$ cat src/rtl/asyn_fifo_write_ctrl_lvl_if.sv
// Write-side bundle between the FIFO client, the dual-port RAM and the read domain.
// master = client / environment side, slave = write controller.
interface asyn_fifo_write_ctrl_lvl_if #(
   parameter int ADDR_WIDTH = 6
);
   logic                  write_ena;
   logic                  clr_overflow;
   logic [ADDR_WIDTH:0]   read_ptr_gray;
   logic [ADDR_WIDTH:0]   write_ptr;
   logic [ADDR_WIDTH-1:0] write_addr;
   logic                  write_accept;
   logic                  write_full;
   logic                  write_almost_full;
   logic [ADDR_WIDTH:0]   write_level;
   logic                  write_overflow;

   modport master (
      output write_ena, clr_overflow, read_ptr_gray,
      input  write_ptr, write_addr, write_accept, write_full,
             write_almost_full, write_level, write_overflow
   );

   modport slave (
      input  write_ena, clr_overflow, read_ptr_gray,
      output write_ptr, write_addr, write_accept, write_full,
             write_almost_full, write_level, write_overflow
   );
endinterface

$ cat src/rtl/asyn_fifo_write_ctrl_lvl.sv
// Async FIFO write-side controller: Gray write pointer, RAM address, full / almost-full,
// pessimistic occupancy level and sticky overflow, with an internal read-pointer synchroniser.
module asyn_fifo_write_ctrl_lvl #(
   parameter int ADDR_WIDTH   = 6,
   parameter int SYNC_STAGES  = 2,
   parameter int AFULL_THRESH = 2**ADDR_WIDTH - 4
) (
   input  logic                          write_clk_i,
   input  logic                          write_rst_i,
   asyn_fifo_write_ctrl_lvl_if.slave     bus
);
   localparam int AW = ADDR_WIDTH;
   localparam int PW = ADDR_WIDTH + 1;
   localparam logic [PW-1:0] AFULL_L = PW'(AFULL_THRESH);

   function automatic logic [PW-1:0] gray2bin(input logic [PW-1:0] g);
      logic [PW-1:0] b;
      b = g;
      for (int i = PW - 2; i >= 0; i--) begin
         b[i] = b[i+1] ^ g[i];
      end
      return b;
   endfunction

   logic [SYNC_STAGES-1:0][PW-1:0] sync_q;
   logic [PW-1:0]                  wbin_q;
   logic [PW-1:0]                  wptr_q;
   logic                           full_q;
   logic                           afull_q;
   logic [PW-1:0]                  level_q;
   logic                           ovf_q;

   logic [PW-1:0] sync_rd_gray_s;
   logic [PW-1:0] sync_rd_bin_s;
   logic          accept_s;
   logic [PW-1:0] wbin_d;
   logic [PW-1:0] wptr_d;
   logic [PW-1:0] level_d;
   logic          full_d;
   logic          afull_d;
   logic          ovf_d;

   // Next-state: pointer advance, occupancy against the synchronised read pointer, flags.
   always_comb begin
      sync_rd_gray_s = sync_q[SYNC_STAGES-1];
      sync_rd_bin_s  = gray2bin(sync_rd_gray_s);
      accept_s       = bus.write_ena & ~full_q;
      wbin_d         = wbin_q + {{AW{1'b0}}, accept_s};
      wptr_d         = (wbin_d >> 1) ^ wbin_d;
      level_d        = wbin_d - sync_rd_bin_s;
      // Full when the write pointer is exactly one lap ahead of the read pointer.
      full_d         = (wptr_d == {~sync_rd_gray_s[AW:AW-1], sync_rd_gray_s[AW-2:0]});
      afull_d        = (level_d >= AFULL_L);
      // Set dominates clear.
      ovf_d          = (bus.write_ena & full_q) | (ovf_q & ~bus.clr_overflow);
   end

   // State registers; synchroniser is reset too so no X leaks from an idle read domain.
   always_ff @(posedge write_clk_i) begin
      if (write_rst_i) begin
         sync_q  <= '0;
         wbin_q  <= '0;
         wptr_q  <= '0;
         full_q  <= 1'b0;
         afull_q <= 1'b0;
         level_q <= '0;
         ovf_q   <= 1'b0;
      end else begin
         sync_q  <= {sync_q[SYNC_STAGES-2:0], bus.read_ptr_gray};
         wbin_q  <= wbin_d;
         wptr_q  <= wptr_d;
         full_q  <= full_d;
         afull_q <= afull_d;
         level_q <= level_d;
         ovf_q   <= ovf_d;
      end
   end

   assign bus.write_ptr         = wptr_q;
   assign bus.write_addr        = wbin_q[AW-1:0];
   assign bus.write_accept      = accept_s;
   assign bus.write_full        = full_q;
   assign bus.write_almost_full = afull_q;
   assign bus.write_level       = level_q;
   assign bus.write_overflow    = ovf_q;

endmodule

$ cat src/flat_wrapper.sv
// flat-port wrapper written by rule: the top's interface ports become plain ports
module asyn_fifo_write_ctrl_lvl_flat 
#(
   parameter int ADDR_WIDTH   = 6,
   parameter int SYNC_STAGES  = 2,
   parameter int AFULL_THRESH = 2**ADDR_WIDTH - 4
)
  (write_clk_i, write_rst_i, bus_write_ena, bus_clr_overflow, bus_read_ptr_gray, bus_write_ptr, bus_write_addr, bus_write_accept, bus_write_full, bus_write_almost_full, bus_write_level, bus_write_overflow);
  asyn_fifo_write_ctrl_lvl_if #(.ADDR_WIDTH(ADDR_WIDTH)) bus_i ();
  input  logic write_clk_i;
  input  logic write_rst_i;
  input wire logic [$bits(bus_i.write_ena)-1:0] bus_write_ena;
  input wire logic [$bits(bus_i.clr_overflow)-1:0] bus_clr_overflow;
  input wire logic [$bits(bus_i.read_ptr_gray)-1:0] bus_read_ptr_gray;
  output wire logic [$bits(bus_i.write_ptr)-1:0] bus_write_ptr;
  output wire logic [$bits(bus_i.write_addr)-1:0] bus_write_addr;
  output wire logic [$bits(bus_i.write_accept)-1:0] bus_write_accept;
  output wire logic [$bits(bus_i.write_full)-1:0] bus_write_full;
  output wire logic [$bits(bus_i.write_almost_full)-1:0] bus_write_almost_full;
  output wire logic [$bits(bus_i.write_level)-1:0] bus_write_level;
  output wire logic [$bits(bus_i.write_overflow)-1:0] bus_write_overflow;
  assign bus_i.write_ena = bus_write_ena;
  assign bus_i.clr_overflow = bus_clr_overflow;
  assign bus_i.read_ptr_gray = bus_read_ptr_gray;
  assign bus_write_ptr = bus_i.write_ptr;
  assign bus_write_addr = bus_i.write_addr;
  assign bus_write_accept = bus_i.write_accept;
  assign bus_write_full = bus_i.write_full;
  assign bus_write_almost_full = bus_i.write_almost_full;
  assign bus_write_level = bus_i.write_level;
  assign bus_write_overflow = bus_i.write_overflow;
  asyn_fifo_write_ctrl_lvl #(.ADDR_WIDTH(ADDR_WIDTH), .SYNC_STAGES(SYNC_STAGES), .AFULL_THRESH(AFULL_THRESH)) u_core (.write_clk_i(write_clk_i), .write_rst_i(write_rst_i), .bus(bus_i));
endmodule
$ cat config.mk
export PLATFORM = sky130hd
export DESIGN_NAME = asyn_fifo_write_ctrl_lvl_flat
export DESIGN_NICKNAME = d
export VERILOG_FILES = /design/src/rtl/asyn_fifo_write_ctrl_lvl_if.sv /design/src/rtl/asyn_fifo_write_ctrl_lvl.sv /design/src/flat_wrapper.sv
export SDC_FILE = /design/constraint.sdc
export NUM_CORES = 1
export LEC_CHECK = 0
export CORE_AREA = 2 2 64 66
export DETAILED_ROUTE_END_ITERATION = 16
export DIE_AREA = 0 0 66 68
export DONT_BUFFER_PORTS = 1
export MAX_ROUTING_LAYER = met4
export PLACE_DENSITY = 0.69
export SLEW_MARGIN = 15
export SYNTH_ARGS = -nofsm -noshare
export SYNTH_HDL_FRONTEND = slang
export SYNTH_SLANG_ARGS = --single-unit
$ cat constraint.sdc
create_clock -name write_clk_i -period 3.36 [get_ports write_clk_i]
set_clock_uncertainty 0.15 [all_clocks]
set_input_delay 0.336 -clock write_clk_i [delete_from_list [all_inputs] [get_ports write_clk_i]]
set_output_delay 0.336 -clock write_clk_i [all_outputs]
set_load 0.05 [all_outputs]
==> results of run 1 <==
-- through the flow --
step / hold WS (ns) / TNS [ns]
floorplan: 0.264 / 0
global placement: 0.257 / 0
detailed placement: 0.259 / -0.250
CTS: 0.0156 / 0
global route: 0.0192 / -0.169
finish: 0.0192 / 0
-- area by class of cell --
class	instances	share of cell area, %
Clock buffer	7	4.04
Inverter	9	1.58
Multi-Input combinational cell	134	49.4
Sequential cell	37	34.8
Tap cell	50	2.93
Timing Repair Buffer	19	7.26
-- registers in the layout, indices dropped and copies added, names as in the netlist --
| name | cells |
|---|---|
| u_core.bus.write_level | 7 |
| u_core.bus.write_ptr | 7 |
| u_core.sync_q | 7 |
| u_core.sync_rd_gray_s | 7 |
| u_core.wbin_q | 6 |
| u_core.bus.write_almost_full | 1 |
| u_core.bus.write_full | 1 |
| u_core.bus.write_overflow | 1 |
-- power groups by stage --
stage                     combinational [mW]  sequential [mW]  clock (mW)
after global routing                   0.260            0.594       0.335
after CTS                              0.215            0.591       0.317
after floorplan                        0.147            0.605           0
after detailed placement               0.191            0.601           0
final                                  0.235            0.589       0.313
after global placement                 0.185            0.600           0
-- cells in the mapped netlist (2+ instances only) --
cell type	n	area, µm²
clkbuf_1	4	15.0
nand3_1	6	30.0
buf_2	3	15.0
xor2_2	3	48.8
o32ai_1	2	17.5
nand2_1	8	30.0
inv_1	9	33.8
dfxtp_1	37	741
nor2b_1	18	113
a211oi_1	2	15.0
xnor2_1	14	123
xor2_1	6	52.6
a21oi_1	8	40.0
a211o_1	2	17.5
or3_1	2	12.5
o21ai_0	5	25.0
o211a_1	2	20.0
nor2_1	19	71.3
o22a_1	2	17.5
ha_1	10	125
-- kinds of logic after synthesis --
group | Yosys count | share of synthesized area [%]
and+or+nand+nor | 64 | 18.3
DFF | 37 | 40.1
AOI/OAI and AO/OA | 32 | 12.3
xor gates and xnor gates | 26 | 16.1
buffers and inverters | 19 | 4.81
adders and majority gates | 11 | 7.86
muxes | 1 | 0.542
-- path summary, 6_finish.rpt --
kind                            slack [ns]                            to                      from
worst max-delay path                  0.03  u_core.bus.write_almost_full  u_core.sync_rd_gray_s[5]
worst min-delay path                  0.02              u_core.sync_q[4]      bus_read_ptr_gray[4]
worst max register to register        0.03  u_core.bus.write_almost_full  u_core.sync_rd_gray_s[5]
worst min register to register        0.28      u_core.sync_rd_gray_s[2]          u_core.sync_q[2]
-- what timing repair did --
action,4_1_cts,5_1_grt
pin swaps,4,12
setup endpoints to repair,3,3
setup buffers,3,3
endpoints found under the hold margin,35,0
hold buffers,1,0
gates resized for setup,3,8
-- critical path, stage by stage, from the launching register on --
cell	delay [ns]
dfxtp_4	0.36
xnor3_2	0.45
xor2_2	0.22
xor2_2	0.23
xor2_2	0.21
xnor2_1	0.17
ha_2	0.23
inv_2	0.04
fa_2	0.36
a21o_1	0.17
a21oi_2	0.19
buf_4	0.15
xor2_2	0.06
o32ai_2	0.24
-- placed cells by master (no fill, tap or decap), types with 2 or more instances in the layout --
cell type and instances:
o21ai_0 4, o211a_1 2, nand2_1 8, nor2_1 19
xor2_2 4, a211o_1 2, xnor2_1 13, buf_4 18
xor2_1 5, or3_1 2, dfxtp_1 36, nor2b_1 17
clkbuf_8 6, nand3_1 6, a211oi_1 2, inv_1 8
ha_1 9, a21oi_1 7, o22a_1 2
-- per-layer routing --
layer  global-route usage [%]  up-vias
met4                     10.5        0
met1                     20.6      668
met2                     33.2       34
met5                        -        -
met3                     5.59       11
li1                         -      671
==> metrics.cfg, run 1 <==
[outcome]
status = completed

[pwr]
vdd_drop_max_mv = 0.335
power_mw = 1.14
internal_power_mw = 0.751
p_per_area_nw_per_um2 = 533
sw_frac_of_total_pct = 34.0
leakage_nw = 0.906
p_clk_share_pct = 27.5
power_frac_seq_pct = 51.8
switchingPower_mw = 0.387
combPwrFrac_pct = 20.7

[final_layout]
num-fill-cells = 360
diodes = 0
fin_util_pct = 55.4
ff_latch_area_um2 = 744
area_delta_synth_final_pct = 15.7
instances_no_fill = 256
multiInputGateArea_um2 = 1050
layout.nets = 228
drive_gt1_share_pct = 20.9
stdcell_area_um2 = 2140

[route]
drt-total-wl_um = 3780
drt_pass1_iterations = 4
drcViolationCount = 0
wl_met1_um = 1480
wl_met2_um = 1960
drtIter0Drc = 73
post_drt_via_cell_ratio = 5.41
drtAntennaViolNets = 0
wl_met3_um = 228
top_layer_used = met4
wl_per_cell_um = 14.8
via_count = 1384

[floorplan]
start_util_pct = 47.9
fp.dieW_um = 66
die-area_um2 = 4490
ios = 35
chipHeight_um = 68
core_um2 = 3860
num_rows = 23

[synth]
syn_nets = 212
synth_area_um2 = 1850
syn-instance-count = 190
ys_seq_area_share_pct = 40.1
async_flop_share_pct = 0
synth_ff_type = dfxtp_1
netlist-cell-type-count = 48
synth_seq_cells = 37
synth_edf_count = 0
avgSynthCellArea_um2 = 9.72
ys_warn_count = 0

[timing]
hold_violations = 0
final.min_clock_period_ns = 3.33
fin_crit_sh_pct = 99.2
setup_ws_ns = 0.0282
max_clock_freq_mhz = 300
slew_viol_final = 0
setup_viol = 0
rsz0062_at_grt = yes
slew_headroom_pct = 54.5
worst_pin_slew_ns = 0.682

[clocking]
htreeDepth = 2
clock_sinks = 37
cts_made_buffers = 5
clockRootBuffer = clkbuf_8
clk_latency_ns = 0.29
cts_buffer_depth = 2
cts.clk_slew.worst_paths_ns = 0.07
cts_tree = yes

[global_route]
grt_first_pass_wirelength_um = 6210
antenna_found_initial = 0
grt_start_max_net_pins = 36
track_usage_pct = 19.5
grt_overflow_total = 0
grt_pass1_vias = 1397

[critical_path]
critPathLaunchType = flip-flop
critPathCaptureType = flip-flop
path_max_fanout = 3
critPathKind = flip-flop to flip-flop
required_ns = 3.42
rr_worst_depth = 13
arrival_ns = 3.39

[hold_path]
whs_path_depth = 1
hold_path.class = input port to flip-flop

[placement]
post_dp_cell_area_um2 = 1950
gp_congestion = 0.847
placed_cells = 242
place_hpwl_um = 2680
io_buffer_count = 0
dp_slack_ns = -0.152

[job]
cap_violations = 0

Power figures use the tool's default switching activity.
==> run 2: changes to the inputs <==
--- a/config.mk
+++ b/config.mk
@@ -5,12 +5,13 @@
 export SDC_FILE = /design/constraint.sdc
 export NUM_CORES = 1
 export LEC_CHECK = 0
-export CORE_AREA = 2 2 64 66
+export CORE_AREA = 10 10 72 74
 export DETAILED_ROUTE_END_ITERATION = 16
-export DIE_AREA = 0 0 66 68
+export DIE_AREA = 0 0 82 84
 export DONT_BUFFER_PORTS = 1
 export MAX_ROUTING_LAYER = met4
-export PLACE_DENSITY = 0.69
+export PLACE_DENSITY = 0.67
+export SKIP_LAST_GASP = 1
 export SLEW_MARGIN = 15
 export SYNTH_ARGS = -nofsm -noshare
 export SYNTH_HDL_FRONTEND = slang
==> run 2 against run 1 <==
  * Die area is 53% higher
  * Non-clock buffer count shrank 2
  * Utilization decreased by 0.84 points
  * Final cell count decreased by 0.78%
  * Via count is 3.2% lower
  * Sequential power barely moved
  * Critical path type unchanged
  * Largest power group unchanged
  * Highest routed layer unchanged
==> metrics.cfg, run 2 (same netlist as run 1, synthesis figures left out) <==
[outcome]
status = completed

[pwr]
power_frac_seq_pct = 53.0  ; +1.2 points
switchingPower_mw = 0.373  ; -3.4%
leakage_nw = 0.891  ; -1.7%
sw_frac_of_total_pct = 33.5  ; -0.50 points
internal_power_mw = 0.742  ; -1.3%
combPwrFrac_pct = 19.9  ; -0.8 points
p_per_area_nw_per_um2 = 530  ; -0.48%
power_mw = 1.12  ; -2.0%
p_clk_share_pct = 27.1  ; -0.4 points
vdd_drop_max_mv = 0.371  ; +11%

[final_layout]
area_delta_synth_final_pct = 14.0
diodes = 0  ; unchanged
final_common_cell = dfxtp_1
drive_gt1_share_pct = 18.6  ; -2.2 points
layout.nets = 226  ; -0.88%
num-fill-cells = 359  ; -0.28%
final_cell_mix = dfxtp_1, nor2_1, nor2b_1, buf_4, xnor2_1

[timing]
max_clock_freq_mhz = 307  ; +2.4%
setup_viol = 0  ; unchanged
hold_violations = 0  ; unchanged
slew_headroom_pct = 53.9  ; -0.60 points
worst_pin_slew_ns = 0.691  ; +0.00906 ns
slew_viol_final = 0  ; unchanged
final.min_clock_period_ns = 3.25  ; -0.0794 ns
fin_crit_sh_pct = 96.8  ; -2.4 points
rsz0062_at_grt = yes
setup_ws_ns = 0.108  ; +0.0794 ns

[clocking]
cts_buffer_depth = 2  ; unchanged
clock_sinks = 37  ; unchanged
htreeDepth = 2  ; unchanged
cts_made_buffers = 5  ; unchanged
cts.clk_slew.worst_paths_ns = 0.06  ; about the same
clk_latency_ns = 0.28  ; about the same
clockRootBuffer = clkbuf_8
cts_tree = yes

[critical_path]
critPathKind = flip-flop to flip-flop
critPathLaunchType = flip-flop
arrival_ns = 3.26  ; -0.13 ns
required_ns = 3.37  ; -0.05 ns
critPathCaptureType = flip-flop
path_max_fanout = 3  ; unchanged

[floorplan]
fp.dieW_um = 82  ; +24%
num_rows = 23  ; unchanged
die-area_um2 = 6890  ; +53%
start_util_pct = 47.9  ; unchanged
core_um2 = 3860  ; unchanged
ios = 35  ; unchanged
chipHeight_um = 84  ; +24%

[route]
drt-total-wl_um = 3950  ; +4.4%
drcViolationCount = 0  ; unchanged
drtAntennaViolNets = 0  ; unchanged
drt_pass1_iterations = 4  ; unchanged
via_count = 1340  ; -3.2%
drtIter0Drc = 98  ; +34%
wl_per_cell_um = 15.5  ; +5.2%
post_drt_via_cell_ratio = 5.28  ; -2.4%

[global_route]
grt_pass1_vias = 1329  ; -4.9%
grt_first_pass_wirelength_um = 6360  ; +2.4%
grt_start_max_net_pins = 36  ; unchanged
grt_overflow_total = 0  ; unchanged
antenna_found_initial = 0  ; unchanged
track_usage_pct = 12.0  ; -7.4 points

[job]
cap_violations = 0  ; unchanged

[placement]
dp_slack_ns = -0.114  ; +0.0384 ns
io_buffer_count = 0  ; unchanged
gp_congestion = 0.837  ; -1.2%
place_hpwl_um = 2890  ; +7.9%

[hold_path]
hold_path.class = input port to flip-flop

-- run 2: cell type report --
cell class	instances	area, µm²	share of cell area (%)
repair buffers	17	140	6.66
clock buffers	7	86.3	4.10
flip-flops and latches	37	742	35.3
inverters	9	33.8	1.61
well taps	50	62.6	2.97
multi-input cells	134	1040	49.4
-- run 2: timing repair --
item	in CTS	in global routing
buffers inserted	1	3
gates cloned	0	0
endpoints found under the hold margin	35	0
hold buffers	1	0
gates resized for setup	1	7
endpoints found under the setup margin	2	3
pin swaps	1	12
-- run 2: power by group through the flow --
stage / Combinational (mW) / Sequential [mW] / Clock (mW)
final: 0.223 / 0.591 / 0.302
after global routing: 0.244 / 0.595 / 0.331
after CTS: 0.204 / 0.592 / 0.314
after detailed placement: 0.188 / 0.602 / 0
after global placement: 0.183 / 0.603 / 0
after floorplan: 0.147 / 0.605 / 0
-- run 2: worst paths after layout --
path / slack [ns] / depth (start not counted) / from / endpoint
worst min register to register: 0.28 / 1 / u_core.sync_q[1] / u_core.sync_rd_gray_s[1]
worst max-delay path: 0.11 / 13 / u_core.sync_rd_gray_s[4] / u_core.bus.write_almost_full
worst min-delay path: 0.03 / 1 / bus_read_ptr_gray[2] / u_core.sync_q[2]
worst max register to register: 0.11 / 13 / u_core.sync_rd_gray_s[4] / u_core.bus.write_almost_full
-- run 2: critical path, cell delays in order (launching register included) --
cell and delay (ns):
dfxtp_2 0.33, xnor3_2 0.45, xor2_2 0.22, xor2_2 0.22, xor2_2 0.25, xnor2_2 0.15, ha_2 0.20, inv_1 0.06
fa_2 0.36, a21o_1 0.18, a21oi_2 0.20, o21ai_2 0.08, xnor2_1 0.19, o32ai_1 0.10
-- run 2: stage by stage --
step                std cells  cell area [µm²]  util (%)  setup TNS (ns)  hold WS [ns]
floorplan                 190             1850         -               0         0.264
global placement          242             1950      50.5               0         0.259
detailed placement        242             1950      50.5          -0.161         0.259
CTS                       251             2060      53.5               0        0.0216
global route              254             2100      54.6         -0.0224        0.0477
finish                    254             2100      54.6               0        0.0335
-- run 2: per-layer routing --
layer  track usage, %  part of all wire, %
met5                -                    0
met2             19.8                   50
met3             4.20                  5.4
met1             12.9                   42
met4             4.33                  2.2
